===== src/rtl/bridge_pkg.sv =====
// Shared types and constants for the AHB-to-APB bridge APB sequencer.
// Holds the FSM state encoding, default bus widths and reset values of the
// registered APB/AHB outputs.
package bridge_pkg;

  localparam int ADDR_W_DEF = 32;
  localparam int DATA_W_DEF = 32;
  localparam int SEL_W_DEF  = 3;

  typedef enum logic [2:0] {
    ST_IDLE     = 3'd0,
    ST_WWAIT    = 3'd1,
    ST_READ     = 3'd2,
    ST_WRITE    = 3'd3,
    ST_WRITEP   = 3'd4,
    ST_RENABLE  = 3'd5,
    ST_WENABLE  = 3'd6,
    ST_WENABLEP = 3'd7
  } apb_state_t;

  // Reset values of the registered outputs (addresses/data/selects reset to 0).
  localparam apb_state_t RST_STATE     = ST_IDLE;
  localparam logic       RST_PENABLE   = 1'b0;
  localparam logic       RST_PWRITE    = 1'b0;
  localparam logic       RST_HREADYOUT = 1'b1;

  // States whose entry edge launches an APB write SETUP phase.
  function automatic logic is_write_setup(apb_state_t s);
    return (s == ST_WRITE) || (s == ST_WRITEP);
  endfunction

  // States whose entry edge launches an APB ENABLE (access) phase.
  function automatic logic is_enable(apb_state_t s);
    return (s == ST_RENABLE) || (s == ST_WENABLE) || (s == ST_WENABLEP);
  endfunction

endpackage


===== src/rtl/apb_fsm_controller_if.sv =====
// Bus bundle between the AHB slave interface, the APB sequencer and the APB
// slaves: accepted-transfer qualifier, pipelined address/data, select decode,
// APB master signals and the AHB ready/read-data return path.
interface apb_fsm_controller_if
  import bridge_pkg::*;
#(
  parameter int ADDR_W = ADDR_W_DEF,
  parameter int DATA_W = DATA_W_DEF,
  parameter int SEL_W  = SEL_W_DEF
);
  // AHB slave-interface side
  logic              valid;
  logic              hwrite;
  logic              hwritereg;
  logic [ADDR_W-1:0] haddr;
  logic [ADDR_W-1:0] haddr1;
  logic [ADDR_W-1:0] haddr2;
  logic [DATA_W-1:0] hwdata;
  logic [DATA_W-1:0] hwdata1;
  logic [SEL_W-1:0]  tempselx;
  logic              hreadyout;
  logic [DATA_W-1:0] hrdata;
  // APB side
  logic [DATA_W-1:0] prdata;
  logic [SEL_W-1:0]  pselx;
  logic              penable;
  logic              pwrite;
  logic [ADDR_W-1:0] paddr;
  logic [DATA_W-1:0] pwdata;

  // Sequencer view: drives the APB master signals and the AHB ready/rdata.
  modport master (
    input  valid, hwrite, hwritereg, haddr, haddr1, haddr2,
    input  hwdata, hwdata1, tempselx, prdata,
    output pselx, penable, pwrite, paddr, pwdata, hreadyout, hrdata
  );

  // Surrounding logic view: AHB slave interface plus APB slaves.
  modport slave (
    output valid, hwrite, hwritereg, haddr, haddr1, haddr2,
    output hwdata, hwdata1, tempselx, prdata,
    input  pselx, penable, pwrite, paddr, pwdata, hreadyout, hrdata
  );

endinterface


===== src/rtl/apb_fsm_controller.sv =====
// Purpose: sequences APB SETUP/ENABLE phases for transfers accepted by the AHB slave interface.
// Latency: read SETUP 1 cycle after valid, write SETUP 2 cycles after valid; ENABLE 1 cycle later.
// Backpressure: drops hreadyout during every SETUP cycle to stall the AHB master; no APB pready.
module apb_fsm_controller
  import bridge_pkg::*;
#(
  parameter int ADDR_W = ADDR_W_DEF,
  parameter int DATA_W = DATA_W_DEF,
  parameter int SEL_W  = SEL_W_DEF
) (
  input  logic                 hclk,
  input  logic                 hreset,
  apb_fsm_controller_if.master bus
);

  apb_state_t        r_state;
  apb_state_t        w_next_state;

  logic [SEL_W-1:0]  r_sel_d1;
  logic [SEL_W-1:0]  r_sel_d2;

  logic [SEL_W-1:0]  r_pselx;
  logic              r_penable;
  logic              r_pwrite;
  logic [ADDR_W-1:0] r_paddr;
  logic [DATA_W-1:0] r_pwdata;
  logic              r_hreadyout;

  // Write SETUP taken straight out of WWAIT with no transfer pending: the
  // write's address is one stage old and its data is on the bus right now.
  // Every other write SETUP works from the two-stage-old address.
  logic              w_fresh_write;

  assign w_fresh_write = (r_state == ST_WWAIT) && (w_next_state == ST_WRITE);

  // State register.
  always_ff @(posedge hclk or posedge hreset) begin
    if (hreset) begin
      r_state <= RST_STATE;
    end else begin
      r_state <= w_next_state;
    end
  end

  // Select decode delayed to line up with haddr1/haddr2.
  always_ff @(posedge hclk or posedge hreset) begin
    if (hreset) begin
      r_sel_d1 <= '0;
      r_sel_d2 <= '0;
    end else begin
      r_sel_d1 <= bus.tempselx;
      r_sel_d2 <= r_sel_d1;
    end
  end

  // Next-state decode.
  always_comb begin
    w_next_state = r_state;
    case (r_state)
      ST_IDLE: begin
        if (bus.valid && bus.hwrite) begin
          w_next_state = ST_WWAIT;
        end else if (bus.valid) begin
          w_next_state = ST_READ;
        end else begin
          w_next_state = ST_IDLE;
        end
      end
      ST_WWAIT:  w_next_state = bus.valid ? ST_WRITEP : ST_WRITE;
      ST_READ:   w_next_state = ST_RENABLE;
      ST_WRITE:  w_next_state = bus.valid ? ST_WENABLEP : ST_WENABLE;
      ST_WRITEP: w_next_state = ST_WENABLEP;
      ST_RENABLE, ST_WENABLE: begin
        if (bus.valid && !bus.hwrite) begin
          w_next_state = ST_READ;
        end else if (bus.valid) begin
          w_next_state = ST_WWAIT;
        end else begin
          w_next_state = ST_IDLE;
        end
      end
      ST_WENABLEP: begin
        // hwritereg tells us the direction of the transfer queued behind this write.
        if (!bus.hwritereg) begin
          w_next_state = ST_READ;
        end else if (bus.valid) begin
          w_next_state = ST_WRITEP;
        end else begin
          w_next_state = ST_WRITE;
        end
      end
      default: w_next_state = ST_IDLE;
    endcase
  end

  // APB/AHB outputs loaded on the edge that enters the next state; unlisted fields hold.
  always_ff @(posedge hclk or posedge hreset) begin
    if (hreset) begin
      r_pselx     <= '0;
      r_penable   <= RST_PENABLE;
      r_pwrite    <= RST_PWRITE;
      r_paddr     <= '0;
      r_pwdata    <= '0;
      r_hreadyout <= RST_HREADYOUT;
    end else if (is_write_setup(w_next_state)) begin
      r_pwrite    <= 1'b1;
      r_penable   <= 1'b0;
      r_hreadyout <= 1'b0;
      if (w_fresh_write) begin
        r_pselx  <= r_sel_d1;
        r_paddr  <= bus.haddr1;
        r_pwdata <= bus.hwdata;
      end else begin
        r_pselx  <= r_sel_d2;
        r_paddr  <= bus.haddr2;
        r_pwdata <= bus.hwdata1;
      end
    end else if (is_enable(w_next_state)) begin
      r_penable   <= 1'b1;
      r_hreadyout <= 1'b1;
    end else if (w_next_state == ST_READ) begin
      r_pselx     <= bus.tempselx;
      r_paddr     <= bus.haddr;
      r_pwrite    <= 1'b0;
      r_penable   <= 1'b0;
      r_hreadyout <= 1'b0;
    end else begin
      // ST_IDLE / ST_WWAIT: bus parked, AHB side free to proceed.
      r_pselx     <= '0;
      r_penable   <= 1'b0;
      r_hreadyout <= 1'b1;
    end
  end

  assign bus.pselx     = r_pselx;
  assign bus.penable   = r_penable;
  assign bus.pwrite    = r_pwrite;
  assign bus.paddr     = r_paddr;
  assign bus.pwdata    = r_pwdata;
  assign bus.hreadyout = r_hreadyout;
  assign bus.hrdata    = bus.prdata;

endmodule


===== src/flat_wrapper.sv =====
// flat-port wrapper written by rule: the top's interface ports become plain ports
module apb_fsm_controller_flat import bridge_pkg::*;
#(
  parameter int ADDR_W = ADDR_W_DEF,
  parameter int DATA_W = DATA_W_DEF,
  parameter int SEL_W  = SEL_W_DEF
)
  (hclk, hreset, bus_valid, bus_hwrite, bus_hwritereg, bus_haddr, bus_haddr1, bus_haddr2, bus_hwdata, bus_hwdata1, bus_tempselx, bus_prdata, bus_pselx, bus_penable, bus_pwrite, bus_paddr, bus_pwdata, bus_hreadyout, bus_hrdata);
  apb_fsm_controller_if #(.ADDR_W(ADDR_W), .DATA_W(DATA_W), .SEL_W(SEL_W)) bus_i ();
  input  logic hclk;
  input  logic hreset;
  input wire logic [$bits(bus_i.valid)-1:0] bus_valid;
  input wire logic [$bits(bus_i.hwrite)-1:0] bus_hwrite;
  input wire logic [$bits(bus_i.hwritereg)-1:0] bus_hwritereg;
  input wire logic [$bits(bus_i.haddr)-1:0] bus_haddr;
  input wire logic [$bits(bus_i.haddr1)-1:0] bus_haddr1;
  input wire logic [$bits(bus_i.haddr2)-1:0] bus_haddr2;
  input wire logic [$bits(bus_i.hwdata)-1:0] bus_hwdata;
  input wire logic [$bits(bus_i.hwdata1)-1:0] bus_hwdata1;
  input wire logic [$bits(bus_i.tempselx)-1:0] bus_tempselx;
  input wire logic [$bits(bus_i.prdata)-1:0] bus_prdata;
  output wire logic [$bits(bus_i.pselx)-1:0] bus_pselx;
  output wire logic [$bits(bus_i.penable)-1:0] bus_penable;
  output wire logic [$bits(bus_i.pwrite)-1:0] bus_pwrite;
  output wire logic [$bits(bus_i.paddr)-1:0] bus_paddr;
  output wire logic [$bits(bus_i.pwdata)-1:0] bus_pwdata;
  output wire logic [$bits(bus_i.hreadyout)-1:0] bus_hreadyout;
  output wire logic [$bits(bus_i.hrdata)-1:0] bus_hrdata;
  assign bus_i.valid = bus_valid;
  assign bus_i.hwrite = bus_hwrite;
  assign bus_i.hwritereg = bus_hwritereg;
  assign bus_i.haddr = bus_haddr;
  assign bus_i.haddr1 = bus_haddr1;
  assign bus_i.haddr2 = bus_haddr2;
  assign bus_i.hwdata = bus_hwdata;
  assign bus_i.hwdata1 = bus_hwdata1;
  assign bus_i.tempselx = bus_tempselx;
  assign bus_i.prdata = bus_prdata;
  assign bus_pselx = bus_i.pselx;
  assign bus_penable = bus_i.penable;
  assign bus_pwrite = bus_i.pwrite;
  assign bus_paddr = bus_i.paddr;
  assign bus_pwdata = bus_i.pwdata;
  assign bus_hreadyout = bus_i.hreadyout;
  assign bus_hrdata = bus_i.hrdata;
  apb_fsm_controller #(.ADDR_W(ADDR_W), .DATA_W(DATA_W), .SEL_W(SEL_W)) u_core (.hclk(hclk), .hreset(hreset), .bus(bus_i));
endmodule

===== config.mk =====
export PLATFORM = sky130hd
export DESIGN_NAME = apb_fsm_controller_flat
export DESIGN_NICKNAME = d
export VERILOG_FILES = /design/src/rtl/bridge_pkg.sv /design/src/rtl/apb_fsm_controller_if.sv /design/src/rtl/apb_fsm_controller.sv /design/src/flat_wrapper.sv
export SDC_FILE = /design/constraint.sdc
export NUM_CORES = 1
export LEC_CHECK = 0
export BUFFER_PORTS_ARGS = -buffer_cell sky130_fd_sc_hd__buf_2
export CAP_MARGIN = 15
export CORE_AREA = 2 2 118 120
export DETAILED_ROUTE_END_ITERATION = 8
export DIE_AREA = 0 0 120 122
export HOLD_SLACK_MARGIN = 0.12
export PLACE_DENSITY_LB_ADDON = 0.12
export SYNTH_ARGS = -nofsm -noshare
export SYNTH_HDL_FRONTEND = slang
export SYNTH_SLANG_ARGS = --single-unit

===== constraint.sdc =====
create_clock -name hclk -period 2.5 [get_ports hclk]
set_clock_uncertainty 0.05 [all_clocks]
set_input_delay 0 -clock hclk [delete_from_list [all_inputs] [get_ports hclk]]
set_output_delay 0 -clock hclk [all_outputs]
set_load 0.05 [all_outputs]

==> flow_summary.json, run 1 <==
{
  "synth_nets": 548,
  "cts_buffer_depth": 2,
  "cts_setup_buffers": 0,
  "initial_core_util_pct": 32.1,
  "dp_hpwl_um": 8840,
  "holdBufCountCts": 148,
  "cts.repair.resized": 0,
  "numCtsBuffers": 9,
  "syn_inst": 348,
  "ioPinCount": 302,
  "cts_root_buffer": "clkbuf_16",
  "failing_step": "clock tree synthesis",
  "clock_sinks": 79,
  "seq_area_frac_synth_pct": 45.6,
  "error_line": "[ERROR RSZ-0060] Max buffer count reached.",
  "fp.dieW_um": 120,
  "synth_warnings": 0,
  "fp.dieH_um": 122,
  "gp_routability_congestion": 0.768,
  "port_buffers": 237,
  "ys_seq_elements": 79,
  "htreeDepth": 3,
  "num_rows": 43,
  "status": "aborted with a tool error",
  "syn_area_mm2": 0.00434,
  "syn_avg_cell_area_um2": 12.5,
  "ys_types": 34
}
[logic make-up after synthesis]
family	synth area share, %
mux	25.8
compound gates	16.3
flops	45.6
buf+inv	9.43
simple gates	2.88
[cells in the mapped netlist]
library cell	instances	area share, %
mux2_2	86	22
a21oi_1	5	0.58
a41oi_1	1	0.20
nor2_1	4	0.35
nor3b_1	1	0.17
and2_1	1	0.14
o22ai_1	2	0.29
a31oi_2	1	0.29
nor2b_1	2	0.29
a31o_2	1	0.20
dfstp_2	1	0.61
o211a_1	1	0.23
nand3b_1	1	0.17
nand2_1	4	0.35
buf_2	12	1.4
or2_2	1	0.14
inv_1	6	0.52
dfrtp_1	78	45
and3_1	1	0.14
mux2_4	10	3.5
a31oi_1	1	0.14
a21o_1	33	5.7
o21ai_0	4	0.46
o21ai_1	1	0.12
a22o_1	35	7.1
or3b_2	1	0.20
clkbuf_1	5	0.43
a221o_1	2	0.46
nor4b_2	1	0.35
o2bb2ai_1	2	0.40
buf_6	4	1.0
buf_4	35	6.1
a311oi_1	1	0.20
nand2b_1	4	0.58
[metrics by stage]
| stage | setup WS (ns) | area, um^2 | hold WS (ns) | utilization (%) | cells |
|---|---|---|---|---|---|
| after global placement | 0.256 | 5550 | -0.0497 | 41.1 | 721 |
| after detailed placement | 0.214 | 5550 | -0.0497 | 41.1 | 721 |
| after floorplan | 0.428 | 4340 | -0.0186 | - | 348 |
==> run 2: changes to the inputs <==
--- a/config.mk
+++ b/config.mk
@@ -7,11 +7,10 @@
 export LEC_CHECK = 0
 export BUFFER_PORTS_ARGS = -buffer_cell sky130_fd_sc_hd__buf_2
 export CAP_MARGIN = 15
-export CORE_AREA = 2 2 118 120
+export CORE_MARGIN = 2
+export CORE_UTILIZATION = 27
 export DETAILED_ROUTE_END_ITERATION = 8
-export DIE_AREA = 0 0 120 122
-export HOLD_SLACK_MARGIN = 0.12
-export PLACE_DENSITY_LB_ADDON = 0.12
+export PLACE_DENSITY_LB_ADDON = 0.15
 export SYNTH_ARGS = -nofsm -noshare
 export SYNTH_HDL_FRONTEND = slang
 export SYNTH_SLANG_ARGS = --single-unit
==> run 2 against run 1 <==
Effect of this change:
- the flow now finishes without violations
- synthesized cell count is the same
- area after synthesis is the same
==> flow_summary.json, run 2 <==
{
  "insertion_delay_ns": 0.34,
  "ys_dominant_reg_cell": "dfrtp_1",
  "synth_xor_area_share_pct": 0,
  "tightest_slew_ns": 0.654,
  "drv_cap": 0,
  "fp.dieW_um": 131,
  "gp_routability_congestion": 0.726,
  "synthAdderAreaFrac_pct": 0,
  "power.density_mw_per_mm2": 1320,
  "status": "complete, no violations",
  "maxSlewHeadroom_pct": 56.4,
  "routedWlPerCell_um": 15.5,
  "vias_per_cell": 4.45,
  "rsz0062_at_grt": "no",
  "initial_core_util_pct": 27.5,
  "antenna_left": 0,
  "period_needed_ns": 2.15,
  "crit_path_start": "u_core.r_state[2]",
  "start_kind": "flip-flop",
  "die_area_mm2": 0.0171,
  "layout.cells.most_common_list": "buf_2 (237), dlygate4sd3_1 (133), mux2_2 (86)",
  "yosysMostFrequentCell": "mux2_2",
  "core_area_mm2": 0.0158,
  "htreeDepth": 3,
  "final_common_cell": "buf_2",
  "grt_overflow": 0,
  "synthMuxAreaShare_pct": 25.8,
  "fp.dieH_um": 131,
  "route.detailed.drc": 0,
  "ys_types": 34,
  "antenna_cells": 0,
  "critical_path_class": "reg2reg",
  "clock_sinks": 79,
  "ioPinCount": 302,
  "end_kind": "flip-flop",
  "max_freq_mhz": 466,
  "cts_root_buffer": "clkbuf_16",
  "setup_violations": 0,
  "grt_pass1_vias": 4080,
  "area_delta_synth_final_pct": 67.9,
  "vias": 4040,
  "grt_max_degree": 47,
  "ys_seq_elements": 79,
  "grt_usage_pct": 15.5,
  "numCtsBuffers": 9,
  "r2r-start": "u_core.r_state[2]",
  "num_rows": 46,
  "finalCritPeriodShare_pct": 85.8,
  "fin_nets": 886,
  "synth_warnings": 0,
  "cts_buffer_depth": 2,
  "first_iter_violations": 127,
  "port_buffers": 237,
  "drv_slew": 0,
  "fillers": 1461,
  "cp.arrival_ns": 2.33,
  "first_pass_iters": 4,
  "syn_inst": 348,
  "cts_tree": "done",
  "synth_compound_area_share_pct": 16.3,
  "syn_avg_cell_area_um2": 12.5,
  "grt_pass1_wl_um": 20200,
  "async_reset_ff_share_pct": 100,
  "drive_gt1_share_pct": 53.7,
  "hold_viol": 0,
  "synth_top_family_by_area": "multiplexers",
  "utilization_pct": 46.2,
  "yosys-top-cells-count": "mux2_2 (86), dfrtp_1 (78), a22o_1 (35), buf_4 (35), a21o_1 (33)",
  "cp_max_fo": 31,
  "ir_drop_mv": 0.662,
  "antenna_found_initial": 0,
  "synth_top_area_share_pct": 45.0,
  "leakage_uw": 0.00366,
  "synth_edf_count": 0,
  "hp-start": "bus_hwrite",
  "hp-class": "in2reg",
  "wl_um": 14000,
  "syn_area_mm2": 0.00434,
  "synthSimpleGateAreaFrac_pct": 2.88,
  "yosys.area.top_type": "dfrtp_1",
  "tns_ns": 0,
  "cts.clk_slew.worst_paths_ns": 0.06,
  "worstPathRequired_ns": 2.68,
  "synth_nets": 548,
  "dp_hpwl_um": 9390,
  "yosys-top-cells-area": "dfrtp_1 (45%), mux2_2 (22%), a22o_1 (7.1%), buf_4 (6.1%), a21o_1 (5.7%)",
  "seq_area_frac_synth_pct": 45.6
}
-- run 2: cell counts after synthesis --
No cell type changed its count.
-- run 2: kinds of logic (layout without fill, tap and decap cells) --
| family | after synthesis | in the layout |
|---|---|---|
| muxes | 96 | 96 |
| and+or+nand+nor | 21 | 21 |
| DFF | 79 | 79 |
| AOI/OAI and AO/OA | 90 | 90 |
| buffers and inverters | 62 | 405 |
-- run 2: final cells by class --
type / instances / area (um^2) / share of cell area (%)
flip-flops and latches: 79 / 1980 / 27.1
inverters: 6 / 23.8 / 0.326
repair buffers: 383 / 2680 / 36.7
clock inverters: 6 / 115 / 1.58
well taps: 216 / 270 / 3.71
multi-input cells: 207 / 1980 / 27.2
clock buffers: 10 / 239 / 3.28
-- run 2: metal layers --
layer  track usage [%]  vias up  share of wire [%]
li1                  -     1920                  -
met1              17.1     1898                 39
met2              28.3      204                 52
met3              3.83       18                7.6
met4              6.38        0                1.7
met5                 0        -                  0
-- run 2: what timing repair did --
item / in CTS / in global routing
hold buffers: 133 / 0
resized for setup: 0 / 0
endpoints found under the hold margin: 137 / 0
setup buffers: 0 / 0
-- run 2: where the power goes --
part	switching, uW	internal, uW
registers	330	1920
logic	3680	2150
clock network	550	1010
-- run 2: critical path: stages (launching register included) --
cell and delay [ns]:
dfrtp_1 0.40, nor4b_4 0.37, buf_4 0.31, buf_4 0.35, nor2_2 0.14, buf_12 0.19
a21o_1 0.20
-- run 2: stage by stage --
step / worst slack (ns) / cell area (um^2) / std cells / total power, uW / hold slack [ns]
floorplan: 0.428 / 4340 / 348 / 6600 / -0.0186
global placement: 0.390 / 5600 / 758 / 7800 / -0.0497
detailed placement: 0.366 / 5600 / 758 / 7850 / -0.0497
CTS: 0.362 / 7290 / 907 / 9730 / 0.0219
global route: 0.276 / 7290 / 907 / 10200 / 0.0807
finish: 0.354 / 7290 / 907 / 9630 / 0.0419
-- run 2: final timing paths --
| kind | slack (ns) | cells after the start | to |
|---|---|---|---|
| hold / removal | 0.04 | 4 | u_core.r_state[1] |
| max in group asynchronous | 1.45 | 4 | u_core.bus.hreadyout |
| min in group asynchronous | 0.22 | 3 | u_core.r_sel_d2[0] |
| hold reg to reg | 0.33 | 0 | u_core.r_sel_d2[0] |
| setup reg to reg | 0.35 | 6 | u_core.bus.pwdata[21] |
| setup / recovery | 0.35 | 6 | u_core.bus.pwdata[21] |
No activity file was read; power rests on OpenSTA's default activity.
